File: config.mk
export PLATFORM = sky130hd
export DESIGN_NAME = usb_tx_arbiter
export DESIGN_NICKNAME = d
export VERILOG_FILES = /design/src/rtl/usb_pkg.sv /design/src/rtl/usb_prio_pick.sv /design/src/rtl/usb_tx_arbiter.sv
export SDC_FILE = /design/constraint.sdc
export NUM_CORES = 1
export LEC_CHECK = 0
export CAP_MARGIN = 0
export CORE_MARGIN = 5
export CORE_UTILIZATION = 45
export DETAILED_ROUTE_END_ITERATION = 8
export PLACE_DENSITY = 0.71
export REMOVE_ABC_BUFFERS = 1
export SLEW_MARGIN = 20
export SYNTH_ARGS = -nofsm -noshare
export SYNTH_HDL_FRONTEND = slang
export SYNTH_SLANG_ARGS = --single-unit
File: constraint.sdc
create_clock -name useClk -period 3.46 [get_ports useClk]
set_input_delay 0.346 -clock useClk [delete_from_list [all_inputs] [get_ports useClk]]
set_output_delay 0.346 -clock useClk [all_outputs]
set_load 0.02 [all_outputs]
File: src/rtl/usb_pkg.sv
// ============================================================================
// Module : usb_pkg
// Brief  : Shared state encoding and requester indices for the USB TX arbiter.
// Rev    : 1.0  initial release
// ============================================================================
`default_nettype none

package usb_pkg;

  typedef enum logic [1:0] {
    ST_IDLE    = 2'd0,
    ST_GAP     = 2'd1,
    ST_ACTIVE  = 2'd2,
    ST_RECOVER = 2'd3
  } txState_t;

  localparam int IDX_W         = 3;
  localparam int REQ_ACK       = 0;
  localparam int REQ_DESC      = 1;
  localparam int REQ_CONFIG    = 2;
  localparam int REQ_INTERFACE = 3;
  localparam int REQ_ENDPOINT  = 4;

  function automatic int maxOf3(input int a, input int b, input int c);
    int m;
    m = (a > b) ? a : b;
    return (m > c) ? m : c;
  endfunction

endpackage

`default_nettype wire

File: src/rtl/usb_prio_pick.sv
// ============================================================================
// Module : usb_prio_pick
// Brief  : Fixed-priority encoder; lowest set pending bit wins.
// Rev    : 1.0  initial release
// ============================================================================
`default_nettype none

module usb_prio_pick
  import usb_pkg::*;
#(
  parameter int NUM_REQ = 5
) (
  input  logic [NUM_REQ-1:0] pending,
  output logic               valid,
  output logic [IDX_W-1:0]   index
);

  always_comb begin
    valid = |pending;
    index = '0;
    // Walk downward so the lowest index is the last (winning) assignment.
    for (int i = NUM_REQ - 1; i >= 0; i--) begin
      if (pending[i]) index = IDX_W'(i);
    end
  end

endmodule

`default_nettype wire

File: src/rtl/usb_tx_arbiter.sv
// ============================================================================
// Module : usb_tx_arbiter
// Brief  : Grants the shared USB transmit driver to one response generator at a
//          time, with turnaround/recovery gaps and a packet-length watchdog.
// Rev    : 1.0  initial release
// ============================================================================
`default_nettype none

module usb_tx_arbiter
  import usb_pkg::*;
#(
  parameter int NUM_REQ      = 5,
  parameter int GAP_BITS     = 2,
  parameter int RECOVER_BITS = 2,
  parameter int MAX_PKT_BITS = 1023
) (
  input  logic               useClk,
  input  logic               resetN,
  input  logic               checkData,
  input  logic               busRxActive,
  input  logic [NUM_REQ-1:0] req,
  input  logic [NUM_REQ-1:0] done,
  output logic [NUM_REQ-1:0] grant,
  output logic               txOe,
  output logic [IDX_W-1:0]   selIdx,
  output logic [NUM_REQ-1:0] pending,
  output logic               timeoutErr
);

  localparam int CNT_W = $clog2(maxOf3(MAX_PKT_BITS, GAP_BITS, RECOVER_BITS) + 1);

  txState_t             r_state,   w_stateNext;
  logic [CNT_W-1:0]     r_cnt,     w_cntNext;
  logic [NUM_REQ-1:0]   r_grant,   w_grantNext;
  logic [NUM_REQ-1:0]   r_pending;
  logic [IDX_W-1:0]     r_selIdx,  w_selNext;
  logic                 r_txOe;
  logic                 r_timeout, w_timeoutNext;
  logic [NUM_REQ-1:0]   w_clrMask;
  logic [CNT_W-1:0]     w_cntStep;
  logic                 w_pickValid;
  logic [IDX_W-1:0]     w_pickIdx;
  logic [NUM_REQ-1:0]   w_pickOh;

  usb_prio_pick #(.NUM_REQ(NUM_REQ)) u_pick (
    .pending (r_pending),
    .valid   (w_pickValid),
    .index   (w_pickIdx)
  );

  // Count including this cycle's strobe, so an exit fires on the Nth strobe itself.
  assign w_cntStep = r_cnt + CNT_W'(checkData);
  assign w_pickOh  = NUM_REQ'(1) << w_pickIdx;

  always_ff @(posedge useClk or negedge resetN) begin
    if (!resetN) begin
      r_state <= ST_IDLE;
    end else begin
      r_state <= w_stateNext;
    end
  end

  always_comb begin
    w_stateNext   = r_state;
    w_cntNext     = w_cntStep;
    w_grantNext   = r_grant;
    w_selNext     = r_selIdx;
    w_timeoutNext = 1'b0;
    w_clrMask     = '0;
    case (r_state)
      ST_IDLE: begin
        w_cntNext = '0;
        if (|r_pending && !busRxActive) w_stateNext = ST_GAP;
      end
      ST_GAP: begin
        if (busRxActive || !w_pickValid) begin
          w_stateNext = ST_IDLE;
          w_cntNext   = '0;
        end else if (w_cntStep >= CNT_W'(GAP_BITS)) begin
          w_stateNext = ST_ACTIVE;
          w_cntNext   = '0;
          w_selNext   = w_pickIdx;
          w_grantNext = w_pickOh;
          w_clrMask   = w_pickOh;
        end
      end
      ST_ACTIVE: begin
        // The grant is one-hot at selIdx, so masking done with it selects done[selIdx].
        if (|(done & r_grant)) begin
          w_stateNext = ST_RECOVER;
          w_cntNext   = '0;
          w_grantNext = '0;
        end else if (w_cntStep >= CNT_W'(MAX_PKT_BITS)) begin
          w_stateNext   = ST_RECOVER;
          w_cntNext     = '0;
          w_grantNext   = '0;
          w_timeoutNext = 1'b1;
        end
      end
      ST_RECOVER: begin
        if (w_cntStep >= CNT_W'(RECOVER_BITS)) begin
          w_stateNext = ST_IDLE;
          w_cntNext   = '0;
        end
      end
      default: begin
        w_stateNext = ST_IDLE;
        w_cntNext   = '0;
        w_grantNext = '0;
      end
    endcase
  end

  always_ff @(posedge useClk or negedge resetN) begin
    if (!resetN) begin
      r_cnt     <= '0;
      r_grant   <= '0;
      r_txOe    <= 1'b0;
      r_selIdx  <= '0;
      r_pending <= '0;
      r_timeout <= 1'b0;
    end else begin
      r_cnt     <= w_cntNext;
      r_grant   <= w_grantNext;
      r_txOe    <= |w_grantNext;
      r_selIdx  <= w_selNext;
      r_pending <= (r_pending & ~w_clrMask) | req;
      r_timeout <= w_timeoutNext;
    end
  end

  assign grant      = r_grant;
  assign txOe       = r_txOe;
  assign selIdx     = r_selIdx;
  assign pending    = r_pending;
  assign timeoutErr = r_timeout;

endmodule

`default_nettype wire
# Word level (Yosys, flattened, before mapping)
# Index checks and enable logic that the tools add are counted.
# classes
addsub,1
mul,0
div_mod_pow,0
n_lt_le_gt_ge,2
n_eq_ne,7
shift,1
n_mux,28
bitwise,5
reduce_logical,10
# ops
op,n
10-bit 2-to-1 mux,4
10-bit one-hot mux with 4 select lines,1
5-bit 2-to-1 mux,7
3-bit 2-to-1 mux,5
5-bit OR reduction,3
2-bit 2-to-1 mux,6
10-bit by 1-bit adder with 10-bit output,1
5-bit bitwise AND,2
"10-bit >= comparator, second input constant",1
"10-bit by 2-bit >= comparator with 1-bit output, second input constant",1
5-bit one-hot mux with 2 select lines,1
2-bit one-hot mux with 4 select lines,1
"3-bit inequality test, second input constant",2
5-bit inverter,1
5-bit bitwise OR,1
"1-bit by 3-bit << shifter with 5-bit output, first input constant",1
"2-bit == test, second input constant",2
"2-bit inequality test, second input constant",2
4-bit AND reduction,1
1-bit 2-to-1 mux,3
3-bit AND reduction,1
"2-bit by 1-bit == test with 1-bit output, second input constant",1
1-bit zero test,2
2-bit zero test,1
3 further kinds,3
# word_totals
reg_bits,27
latch_bits,0
ram_bits,0
romBits,0
inputBits,14
n_memories,0

# Depth between registers and ports, before layout
# Gate-level depths: netlist (run 1).
# logic_depth
ltp_word,12
ltp_mapped,9
depth_no_buf,7

# Hierarchy
# A second synthesis (run 1) with hierarchy kept.
# unflattened
cells_unflattened,177
area_unflattened_um2,1786.7
# modules_own_cells
module,instances,cells_each,area_per_inst_um2
usb_tx_arbiter,1,169,1737.9
usb_prio_pick,1,8,48.8

# Least setup slack after synthesis (run 1)
# No wires, ideal clock.
# synth_timing
path_type,register -> register
startpoint,register r_cnt[0]
endpoint,register r_grant[1] (netlist: grant[1])
setup_ps,122
arrival_ps,2180
slack_ps,1159
path_stages_with_launch,9
n_path_buf,1
period_less_slack_ps,2301
cell_sequence,dfrtp_1 > ha_1 > buf_2 > or2_1 > a31oi_1 > o211ai_1 > a211o_1 > a221o_1 > a32o_1
# synth_between
elab_chain_cells,5
elab_cells_between_ends,8
# synth_rtl
item,line_no,rtl
"start, declared",usb_tx_arbiter.sv:33,"logic [CNT_W-1:0] r_cnt, w_cntNext;"
"start signal, assigned",usb_tx_arbiter.sv:123,r_cnt <= w_cntNext;
10-bit by 1-bit adder with 10-bit output (*),usb_tx_arbiter.sv:52,assign w_cntStep = r_cnt + CNT_W'(checkData);
10-bit >= comparator / 10-bit by 2-bit >= comparator with 1-bit output (equally long branches),"usb_tx_arbiter.sv:93, usb_tx_arbiter.sv:79",
5-bit 2-to-1 mux (on tied branches),"usb_tx_arbiter.sv:93, usb_tx_arbiter.sv:79",
5-bit 2-to-1 mux (on tied branches),"usb_tx_arbiter.sv:89, usb_tx_arbiter.sv:76",
5-bit one-hot mux with 2 select lines (*),usb_tx_arbiter.sv:70,case (r_state)
via w_grantNext[1],usb_tx_arbiter.sv:34,"logic [NUM_REQ-1:0] r_grant, w_grantNext;"
"end signal, assigned",usb_tx_arbiter.sv:124,r_grant <= w_grantNext;
"end, declared",usb_tx_arbiter.sv:34,
# The timed path passes the listed nets; every way through them passes the cells marked *.
# A chain may end at the register's enable or synchronous reset.

# Worst setup path after layout (run 1)
# layout_timing
startpoint,input checkData
endpoint,register r_grant[2] (netlist: grant[2])
# layout_between
elab_chain_cells,5
elab_cells_between_ends,8
# layout_rtl
item,line_no,rtl
"start, declared",usb_tx_arbiter.sv:19,"input logic checkData,"
10-bit by 1-bit adder with 10-bit output (*),usb_tx_arbiter.sv:52,
10-bit >= comparator / 10-bit by 2-bit >= comparator with 1-bit output (equally long branches),"usb_tx_arbiter.sv:93, usb_tx_arbiter.sv:79",
5-bit 2-to-1 mux (on tied branches),"usb_tx_arbiter.sv:93, usb_tx_arbiter.sv:79",
5-bit 2-to-1 mux (on tied branches),"usb_tx_arbiter.sv:89, usb_tx_arbiter.sv:76",
5-bit one-hot mux with 2 select lines (*),usb_tx_arbiter.sv:70,
via w_grantNext[2],usb_tx_arbiter.sv:34,
# Marked as above.

==> results of run 1 <==
==> metrics by stage <==
step,setup slack (ns),cells
2_1_floorplan,0.881,174
3_3_place_gp,0.378,254
3_5_place_dp,0.294,254
4_1_cts,0.593,258
5_1_grt,0.306,258
6_report,0.538,258
==> per-layer routing <==
| metal | vias up | GRT usage |
|---|---|---|
| li1 | 728 | - |
| met5 | - | 0 |
| met1 | 737 | 0.214 |
| met3 | 8 | 0.0374 |
| met4 | 0 | 0.0752 |
| met2 | 60 | 0.285 |
==> critical path: cells and delay by family <==
kind / cells / cell delay (ns)
AOI/OAI and AO/OA: 3 / 0.78
and+or+nand+nor: 2 / 0.53
muxes: 1 / 0.51
buffers and inverters: 1 / 0.49
adders and majority gates: 1 / 0.44
==> cell usage after synthesis, types with 5 or more instances <==
library cell  count
nor3_1           13
a21oi_1           6
o21ai_0           7
nor4_1            7
ha_1              7
inv_1             6
buf_2             7
xnor2_1           6
nand2b_1          7
a21o_1            5
nor2_1           10
nand3_1           8
nand2_1          18
dfrtp_1          27
==> worst min path at each step <==
stage	start	endpoint	slack (ns)
2_1_floorplan	resetN	asynchronous set/reset pin	0.05
3_3_place_gp	selIdx[0]$_DFFE_PN0P_	selIdx[0]$_DFFE_PN0P_	0.47
3_5_place_dp	selIdx[0]$_DFFE_PN0P_	selIdx[0]$_DFFE_PN0P_	0.48
4_1_cts	resetN	pending[1]$_DFF_PN0_	0.45
5_1_grt	resetN	selIdx[0]$_DFFE_PN0P_	0.47
6_report	resetN	pending[1]$_DFF_PN0_	0.43
==> layout make-up <==
class	count	area (um2)
multi-input combinational	141	971
tap	48	60.1
fill	365	1600
sequential	27	676
clock buffer	4	45.0
timing repair buffer	32	310
inverter	6	22.5
==> sequential cells by signal, indices dropped and copies added (netlist names), named ones only <==
name / cells
grant: 5
txOe: 1
timeoutErr: 1
r_cnt: 10
pending: 5
selIdx: 3
r_state: 1
==> logic make-up after synthesis <==
kind of cell / synth area share
adder cells (fa/ha/maj): 0.0504
multiplexers: 0.0180
buffers and inverters: 0.0526
AND/OR/NAND/NOR: 0.262
AO/OA/AOI/OAI: 0.178
flip-flops: 0.389
XOR/XNOR: 0.0504
==> report_power, final <==
group | switching, mW | internal (mW)
registers | 0.0138 | 0.331
clock network | 0.0995 | 0.0826
logic | 0.141 | 0.0943
==> reports/results.tsv, run 1 <==
stage	metric	value	unit
finish	Final Cell Area	2080	um2
synthesis	Post-synth EDFFs	0	
route	DR WL met3	246	um
timing	Slew headroom	0.668	
floorplan	initial core utilization	0.471	
timing	clock skew	0.00425	ns
finish	commonest non-fill, non-tap cell in the layout	clkdlybuf4s50_1	
grt	largest net degree at the start of global routing	28	
job	maxcap violations	0	
route	vias per inst	5.94	
route	DRC	0	
synthesis	async set-reset flop share out of synthesis	1.00	
clock_network	CTS resizes	0	
timing	post-layout min period	2.92	ns
timing	Final Cycle Share	0.845	
critical_path	critical path capture point type	register	
synthesis	Mapped Cells	187	
placed_design	PortBufs	28	
synthesis	Yosys top cell by area	dfrtp_1	
timing	measured slew at the worst slew-check pin	0.484	ns
floorplan	# rows	22	
grt	All-Layer GR Usage	0.172	
critical_path	Cell Chain, Critical Path	clkdlybuf4s50_1, ha_1, nand2_1, nor4_2, mux2i_1, o31ai_1, a221o_1, a32o_1	
critical_path	worst r2r src	r_cnt[0]$_DFF_PN0_	
route	DR top layer	met4	
floorplan	core area	3690	um2
critical_path	crit path to	grant[2]$_DFF_PN0_	
floorplan	I/O pin cnt	29	
grt	global-route wire length before repair	7.13	mm
route	routed wire length	4.14	mm
synthesis	number of synthesized register bits	27	
critical_path	R2R depth	7	
finish	most frequent cells in the layout	clkdlybuf4s50_1 (28), dfrtp_1 (27), nand2_1 (18)	
timing	final setup TNS	0	ns
clock_network	H-tree levels	1	
synthesis	Top FF cell, synth	dfrtp_1	
route	DR vias	1533	
timing	Slew Viols, Final	0	
clock_network	CTS tree	yes	
clock_network	clk sink count	27	
placed_design	Placed Area	2040	um2
timing	final setup vio count	0	
route	drt first pass iters	4	
grt	vias in the first global route	1538	
synthesis	post-synth cell types	50	
pwr	Final Total Pwr	0.762	mW
timing	Worst Hold Slack	0.430	ns
route	ANT nets after route	0	
critical_path	crit path kind	input port to register	
critical_path	Critical Path Start	checkData	
critical_path	Worst R2R End	grant[2]$_DFF_PN0_	
clock_network	clk buf depth	2	
synthesis	Yosys top cell area share	0.389	
synthesis	synthesized area	1740	um2
grt	GR Overflow Total	0	
clock_network	Hold Buf Count CTS	0	
timing	Hold Fails Final Rpt	0	
critical_path	max incr delay on CP	0.51	ns
clock_network	root buffer cell	clkbuf_8	
clock_network	Post-CTS Setup Bufs	0	
pwr	highest ir drop seen on vdd	0.163	mV
route	WL met1	1.81	mm
finish	share of cells above drive strength 1	0.0714	
floorplan	Die Y	72.1	um
synthesis	sequential element share of the synthesized area	0.389	
critical_path	Startpoint Class	input port	
pwr	leak pwr	0.808	nW
finish	Area growth, synth to finish	19.9	%
critical_path	Max Fanout on Critical Path	13	
finish	Final Util	0.565	
synthesis	top post-synthesis cells by area	dfrtp_1 (39%), ha_1 (5.0%), nand2_1 (3.9%), nor3_1 (3.7%), xnor2_1 (3.0%)	
synthesis	Synth Warn #	0	
clock_network	Worst-path clk slew	0.09	ns
placed_design	RD Place Congestion	0.819	
hold_path	HP Class	input port to asynchronous set/reset pin	
clock_network	CTS Buf Count	3	
finish	Layout Nets	232	
critical_path	critical path's slowest cell	mux2i_1	
placed_design	Post-DP HPWL	2.98	mm
timing	fmax	342	MHz
critical_path	Worst EP required	3.63	ns
route	Met2 Routed Length	2.02	mm
status	outcome	complete, no violations	
clock_network	worst skew pair latency	0.27	ns
critical_path	worst reg-to-reg setup slack	0.74	ns
route	post-DR wirelength/cell	16.1	um
critical_path	Worst Path Arrival	3.09	ns
synthesis	Mean Syn Cell Area	9.29	um2
floorplan	die width	72.1	um
grt	initial antenna violation count	0	
route	initial detailed-routing violation count	113	
floorplan	Die Area	5200	um2
pwr	Pwr Density	366	nW/um2
timing	RSZ-0062 raised after global routing	false	
finish	antenna diode count	0	
No activity file was read; power rests on OpenSTA's default activity.
==> run 2: changes to the inputs <==
==> constraint.sdc (replaced) <==
create_clock -name useClk -period 2.8 [get_ports useClk]
set_input_delay 0.28 -clock useClk [delete_from_list [all_inputs] [get_ports useClk]]
set_output_delay 0.28 -clock useClk [all_outputs]
set_load 0.02 [all_outputs]
==> reports/results.tsv, run 2 (synthesis results as in run 1) <==
stage	metric	value	unit	change
status	outcome	complete, no violations		unchanged
critical_path	Worst R2R End	grant[3]$_DFF_PN0_		was grant[2]$_DFF_PN0_
floorplan	initial core utilization	0.471		unchanged
grt	met2 global-route usage	0.289		was 0.285
grt	grt met3 use	0.0166		was 0.0374
pwr	leak pwr	0.849	nW	was 0.808 nW
clock_network	CTS resizes	0		unchanged
timing	final setup vio count	0		unchanged
finish	commonest non-fill, non-tap cell in the layout	clkdlybuf4s50_1		unchanged
clock_network	worst skew pair latency	0.26	ns	was 0.27 ns
grt	All-Layer GR Usage	0.160		was 0.172
timing	Final Cycle Share	0.930		
clock_network	CTS tree	yes		unchanged
floorplan	# rows	22		unchanged
finish	Final Cell Area	2140	um2	was 2080 um2
timing	clock skew	0.00303	ns	was 0.00425 ns
pwr	Final Total Pwr	0.923	mW	was 0.762 mW
clock_network	root buffer cell	clkbuf_8		unchanged
timing	Slew headroom	0.663		was 0.668
finish	most frequent cells in the layout	clkdlybuf4s50_1 (28), dfrtp_1 (27), nand2_1 (18)		unchanged
placed_design	PortBufs	28		unchanged
hold_path	HP Class	input port to asynchronous set/reset pin		unchanged
route	vias per inst	5.68		was 5.94
finish	Layout Cells excl Fill	266		was 258
placed_design	Placed Area	2100	um2	was 2040 um2
route	drt first pass iters	4		unchanged
clock_network	Worst-path clk slew	0.09	ns	about the same
route	routed wire length	4.03	mm	was 4.14 mm
route	DRC	0		unchanged
finish	largest register by flop count	r_cnt		unchanged
floorplan	Die Y	72.1	um	unchanged
critical_path	Worst Path Arrival	2.76	ns	was 3.09 ns
critical_path	worst r2r src	r_cnt[0]$_DFF_PN0_		unchanged
critical_path	crit path kind	input port to register		unchanged
grt	largest net degree at the start of global routing	28		unchanged
job	maxcap violations	0		unchanged
timing	fmax	384	MHz	
grt	vias in the first global route	1579		was 1,538
finish	Layout Nets	240		was 232
clock_network	H-tree levels	1		unchanged
critical_path	Cell Chain, Critical Path	clkdlybuf4s50_1, ha_1, nand2_1, nor4_2, mux2i_1, buf_4, o31ai_1, a221o_1, a32o_1		was clkdlybuf4s50_1, ha_1, nand2_1, nor4_2, mux2i_1, o31ai_1, a221o_1, a32o_1
timing	post-layout min period	2.60	ns	
grt	global-route wire length before repair	6.84	mm	was 7.13 mm
timing	Hold Fails Final Rpt	0		unchanged
route	ANT nets after route	0		unchanged
finish	share of cells above drive strength 1	0.106		was 0.0714
critical_path	critical path capture point type	register		unchanged
placed_design	Post-DP HPWL	3.03	mm	was 2.98 mm
grt	GR Overflow Total	0		unchanged
finish	Largest register FFs	10		unchanged
clock_network	clk sink count	27		unchanged
clock_network	Post-CTS Setup Bufs	0		unchanged
floorplan	Die Area	5200	um2	unchanged
critical_path	Critical Path Stages	9		was 8
floorplan	I/O pin cnt	29		unchanged
floorplan	core area	3690	um2	unchanged
route	post-DR wirelength/cell	15.1	um	was 16.1 um
route	DR vias	1510		was 1,533
critical_path	max incr delay on CP	0.49	ns	was 0.51 ns
grt	initial antenna violation count	0		unchanged
critical_path	CP top delay family	compound AO/OA/AOI/OAI gates		unchanged
finish	Area growth, synth to finish	23.4	%	was 19.9%
critical_path	Buf+Inv Stages, Crit Path	2		was 1
clock_network	CTS Buf Count	3		unchanged
critical_path	worst reg-to-reg setup slack	0.31	ns	was 0.74 ns
pwr	Pwr Density	431	nW/um2	was 366 nW/um2
critical_path	Startpoint Class	input port		unchanged
grt	layer with the highest usage	met2		unchanged
critical_path	critical path's slowest cell	clkdlybuf4s50_1		was mux2i_1
pwr	highest ir drop seen on vdd	0.273	mV	was 0.163 mV
clock_network	clk buf depth	2		unchanged
critical_path	Critical Path Start	checkData		unchanged
critical_path	Max Fanout on Critical Path	11		was 13
placed_design	RD Place Congestion	0.863		was 0.819
floorplan	die width	72.1	um	unchanged
route	initial detailed-routing violation count	155		was 113
critical_path	crit path to	grant[3]$_DFF_PN0_		was grant[2]$_DFF_PN0_
critical_path	Worst EP required	2.96	ns	was 3.63 ns
finish	antenna diode count	0		unchanged
clock_network	Hold Buf Count CTS	0		unchanged
timing	RSZ-0062 raised after global routing	false		unchanged
timing	Slew Viols, Final	0		unchanged
critical_path	R2R depth	7		unchanged
timing	measured slew at the worst slew-check pin	0.493	ns	was 0.484 ns
grt	GR Util met1	0.199		was 0.214
placed_design	placed insts	262		was 254
-- run 2: cell count changes in the layout (fill, tap and decap cells not counted) --
cell,change
buf_4,+8
-- run 2: where the power goes --
part | total, mW | leakage [nW] | switching [mW] | internal [mW]
clock network | 0.212 | 0.0228 | 0.111 | 0.102
logic | 0.286 | 0.478 | 0.169 | 0.117
registers | 0.425 | 0.348 | 0.0164 | 0.409
total | 0.923 | 0.849 | 0.296 | 0.627
-- run 2: stage by stage --
| stage | hold WS (ns) | setup TNS, ns | utilization | setup slack [ns] |
|---|---|---|---|---|
| final | 0.378 | 0 | 0.581 | 0.197 |
| after global routing | 0.414 | 0 | 0.581 | 0.0618 |
| after CTS | 0.384 | 0 | 0.581 | 0.190 |
| after detailed placement | 0.478 | -0.408 | 0.569 | -0.0797 |
| after global placement | 0.468 | -0.216 | 0.569 | -0.0506 |
| after floorplan | -0.0156 | 0 | - | 0.221 |
-- run 2: worst reg2reg max path: cells and delay by family (launching register included) --
family / cells / cell delay (ns)
AOI/OAI and AO/OA: 5 / 1.38
DFF: 1 / 0.39
adders and majority gates: 1 / 0.31
and+or+nand+nor: 1 / 0.29
-- run 2: worst min path at each step --
stage | endpoint | slack, ns
2_1_floorplan | asynchronous set/reset pin | -0.02
3_3_place_gp | selIdx[2]$_DFFE_PN0P_ | 0.47
3_5_place_dp | selIdx[1]$_DFFE_PN0P_ | 0.48
4_1_cts | pending[0]$_DFF_PN0_ | 0.38
5_1_grt | r_cnt[5]$_DFF_PN0_ | 0.41
6_report | selIdx[0]$_DFFE_PN0P_ | 0.38
-- run 2: metal layers --
layer  wire (um)  part of all wire
met1        1790              0.45
met4          44             0.011
met3         157             0.039
met2        2030              0.50
met5           0                 0
-- run 2: cell type report --
class                           count  area [um2]
Clock buffer                        4        45.0
Fill cell                         355        1540
Inverter                            6        22.5
Multi-Input combinational cell    141         971
Sequential cell                    27         676
Tap cell                           48        60.1
Timing Repair Buffer               40         370
==> run 3: changes to the inputs <==
--- a/config.mk
+++ b/config.mk
@@ -9,9 +9,12 @@
 export CORE_MARGIN = 5
 export CORE_UTILIZATION = 45
 export DETAILED_ROUTE_END_ITERATION = 8
+export GPL_TIMING_DRIVEN = 0
 export PLACE_DENSITY = 0.71
 export REMOVE_ABC_BUFFERS = 1
 export SLEW_MARGIN = 20
 export SYNTH_ARGS = -nofsm -noshare
 export SYNTH_HDL_FRONTEND = slang
+export SYNTH_HIERARCHICAL = 1
 export SYNTH_SLANG_ARGS = --single-unit
+export TNS_END_PERCENT = 100
==> reports/results.tsv, run 3 <==
stage	metric	value	unit	change
floorplan	Die Y	73.0	um	was 72.1 um
job	maxcap violations	0		unchanged
synthesis	number of synthesized register bits	27		unchanged
route	ANT nets after route	0		unchanged
route	routed wire length	3.79	mm	was 4.03 mm
critical_path	Max Fanout on Critical Path	11		unchanged
synthesis	Post-synth EDFFs	0		unchanged
finish	Layout Nets	221		was 240
critical_path	Buf+Inv Stages, Crit Path	1		was 2
critical_path	Worst Path Arrival	2.76	ns	about the same
timing	Final Cycle Share	0.928		was 0.930
finish	share of cells above drive strength 1	0.106		about the same
clock_network	CTS tree	yes		unchanged
route	post-DR wirelength/cell	15.2	um	was 15.1 um
floorplan	die width	73.0	um	was 72.1 um
placed_design	placed insts	245		was 262
timing	final setup TNS	0	ns	unchanged
synthesis	Mean Syn Cell Area	10.1	um2	was 9.29 um2
critical_path	crit path kind	input port to register		unchanged
synthesis	Yosys top cell area share	0.378		was 0.389
pwr	Final Total Pwr	1.12	mW	was 0.923 mW
timing	Hold Fails Final Rpt	0		unchanged
status	outcome	complete, no violations		unchanged
finish	most frequent cells in the layout	dfrtp_1 (27), clkdlybuf4s50_1 (27), nor2_1 (15)		was clkdlybuf4s50_1 (28), dfrtp_1 (27), nand2_1 (18)
finish	Area growth, synth to finish	17.9	%	was 23.4%
floorplan	# rows	23		was 22
finish	# fillers	362		was 355
synthesis	async set-reset flop share out of synthesis	1.00		unchanged
critical_path	critical path's slowest cell	clkdlybuf4s50_1		unchanged
clock_network	H-tree levels	1		unchanged
clock_network	Post-CTS Setup Bufs	0		unchanged
route	initial detailed-routing violation count	82		was 155
placed_design	Post-DP HPWL	2.97	mm	was 3.03 mm
synthesis	Yosys top cell by area	dfrtp_1		unchanged
timing	fmax	385	MHz	was 384 MHz
synthesis	most common cell in the synthesized netlist	dfrtp_1		unchanged
grt	largest net degree at the start of global routing	28		unchanged
synthesis	top post-synthesis cells by area	dfrtp_1 (38%), ha_1 (4.9%), nor2_1 (3.2%), nand2_1 (2.9%), xor2_1 (2.9%)		was dfrtp_1 (39%), ha_1 (5.0%), nand2_1 (3.9%), nor3_1 (3.7%), xnor2_1 (3.0%)
grt	initial antenna violation count	0		unchanged
placed_design	Placed Area	2060	um2	was 2100 um2
critical_path	Worst EP required	2.97	ns	was 2.96 ns
finish	largest register by flop count	r_cnt		unchanged
pwr	Pwr Density	532	nW/um2	was 431 nW/um2
synthesis	sequential element share of the synthesized area	0.378		was 0.389
clock_network	Worst-path clk slew	0.09	ns	about the same
clock_network	CTS Buf Count	3		unchanged
route	drt first pass iters	4		unchanged
route	DR vias	1402		was 1,510
finish	Largest register FFs	10		unchanged
clock_network	clk buf depth	2		unchanged
timing	Slew Viols, Final	0		unchanged
finish	antenna diode count	0		unchanged
timing	measured slew at the worst slew-check pin	0.752	ns	was 0.493 ns
finish	Layout Cells excl Fill	249		was 266
finish	Final Util	0.538		was 0.581
hold_path	HP Class	input port to asynchronous set/reset pin		unchanged
timing	setup slack after layout	0.203	ns	was 0.197 ns
timing	post-layout min period	2.60	ns	about the same
synthesis	Post-synth top cells	dfrtp_1 (27), nor2_1 (15), nand2_1 (14)		was dfrtp_1 (27), nand2_1 (18), nor3_1 (13)
grt	All-Layer GR Usage	0.154		was 0.160
placed_design	PortBufs	28		unchanged
pwr	highest ir drop seen on vdd	0.235	mV	was 0.273 mV
synthesis	Mapped Cells	177		was 187
timing	final setup vio count	0		unchanged
clock_network	worst skew pair latency	0.27	ns	was 0.26 ns
pwr	leak pwr	0.834	nW	was 0.849 nW
critical_path	Critical Path Stages	8		was 9
placed_design	Placement Setup Slack	-0.0705	ns	was -0.0797 ns
critical_path	max incr delay on CP	0.49	ns	about the same
floorplan	I/O pin cnt	29		unchanged
critical_path	CP top delay family	compound AO/OA/AOI/OAI gates		unchanged
clock_network	root buffer cell	clkbuf_8		unchanged
critical_path	Startpoint Class	input port		unchanged
grt	GR Overflow Total	0		unchanged
grt	vias in the first global route	1447		was 1,579
timing	RSZ-0062 raised after global routing	false		unchanged
finish	Final Cell Area	2110	um2	was 2140 um2
grt	global-route wire length before repair	6.55	mm	was 6.84 mm
floorplan	initial core utilization	0.457		was 0.471
clock_network	CTS resizes	0		unchanged
timing	clock skew	0.00306	ns	was 0.00303 ns
route	vias per inst	5.63		was 5.68
clock_network	Hold Buf Count CTS	0		unchanged
critical_path	critical path capture point type	register		unchanged
timing	Worst Hold Slack	0.00389	ns	was 0.378 ns
synthesis	Top FF cell, synth	dfrtp_1		unchanged
synthesis	post-synth cell types	56		was 50
floorplan	core area	3910	um2	was 3690 um2
synthesis	synthesized area	1790	um2	was 1740 um2
clock_network	clk sink count	27		unchanged
floorplan	Die Area	5330	um2	was 5200 um2
synthesis	Synth Warn #	6		was 0
timing	Slew headroom	0.495		was 0.663
critical_path	Cell Chain, Critical Path	clkdlybuf4s50_1, ha_1, nand2_1, o21ba_1, o32a_1, a211oi_4, nor2_4, mux2_4		was clkdlybuf4s50_1, ha_1, nand2_1, nor4_2, mux2i_1, buf_4, o31ai_1, a221o_1, a32o_1
placed_design	RD Place Congestion	0.833		was 0.863
critical_path	R2R depth	7		unchanged
route	DRC	0		unchanged
run 3: cell type report:
| type | count | area (um2) | share of cell area |
|---|---|---|---|
| inverter | 10 | 37.5 | 0.0178 |
| sequential | 27 | 676 | 0.321 |
| tap | 50 | 62.6 | 0.0297 |
| timing repair buffer | 28 | 275 | 0.131 |
| clock inverter | 1 | 7.51 | 0.00357 |
| clock buffer | 3 | 41.3 | 0.0196 |
| multi-input combinational | 130 | 1010 | 0.478 |
run 3: final timing paths:
path	from	endpoint	slack [ns]
hold / removal	resetN	r_cnt[3]$_DFF_PN0_	0.004
min in group useClk	selIdx[2]$_DFFE_PN0P_	selIdx[2]$_DFFE_PN0P_	0.53
max in group asynchronous	resetN	timeoutErr$_DFF_PN0_	2.41
setup / recovery	checkData	selIdx[1]$_DFFE_PN0P_	0.20
hold reg to reg	selIdx[2]$_DFFE_PN0P_	selIdx[2]$_DFFE_PN0P_	0.53
setup reg to reg	r_cnt[0]$_DFF_PN0_	selIdx[1]$_DFFE_PN0P_	0.32
run 3: where the power goes:
group / internal (mW) / total [mW] / leakage (nW) / switching, mW
Combinational: 0.186 / 0.449 / 0.465 / 0.264
Clock: 0.101 / 0.224 / 0.0217 / 0.123
Sequential: 0.420 / 0.446 / 0.348 / 0.0256
Total: 0.707 / 1.12 / 0.834 / 0.413
run 3: cells by family after synthesis:
logic type | share of synthesized area
compound gates | 0.176
flops | 0.378
fa+ha+maj | 0.0490
simple gates | 0.246
buf+inv | 0.0588
mux | 0.0420
xor+xnor | 0.0490
run 3: worst register-to-register path: stages, from the launching register on:
cell	delay, ns
dfrtp_1	0.40
ha_1	0.34
and4_1	0.32
a211oi_1	0.26
a31oi_2	0.12
a211oi_4	0.50
nor2_4	0.11
mux2_4	0.32
run 3: layer usage:
metal / track usage / up-vias / part of all wire
met5: 0 / - / 0
met4: 0.0471 / 0 / 0.013
met3: 0.0248 / 8 / 0.037
met2: 0.267 / 31 / 0.51
met1: 0.193 / 682 / 0.44
li1: - / 681 / -
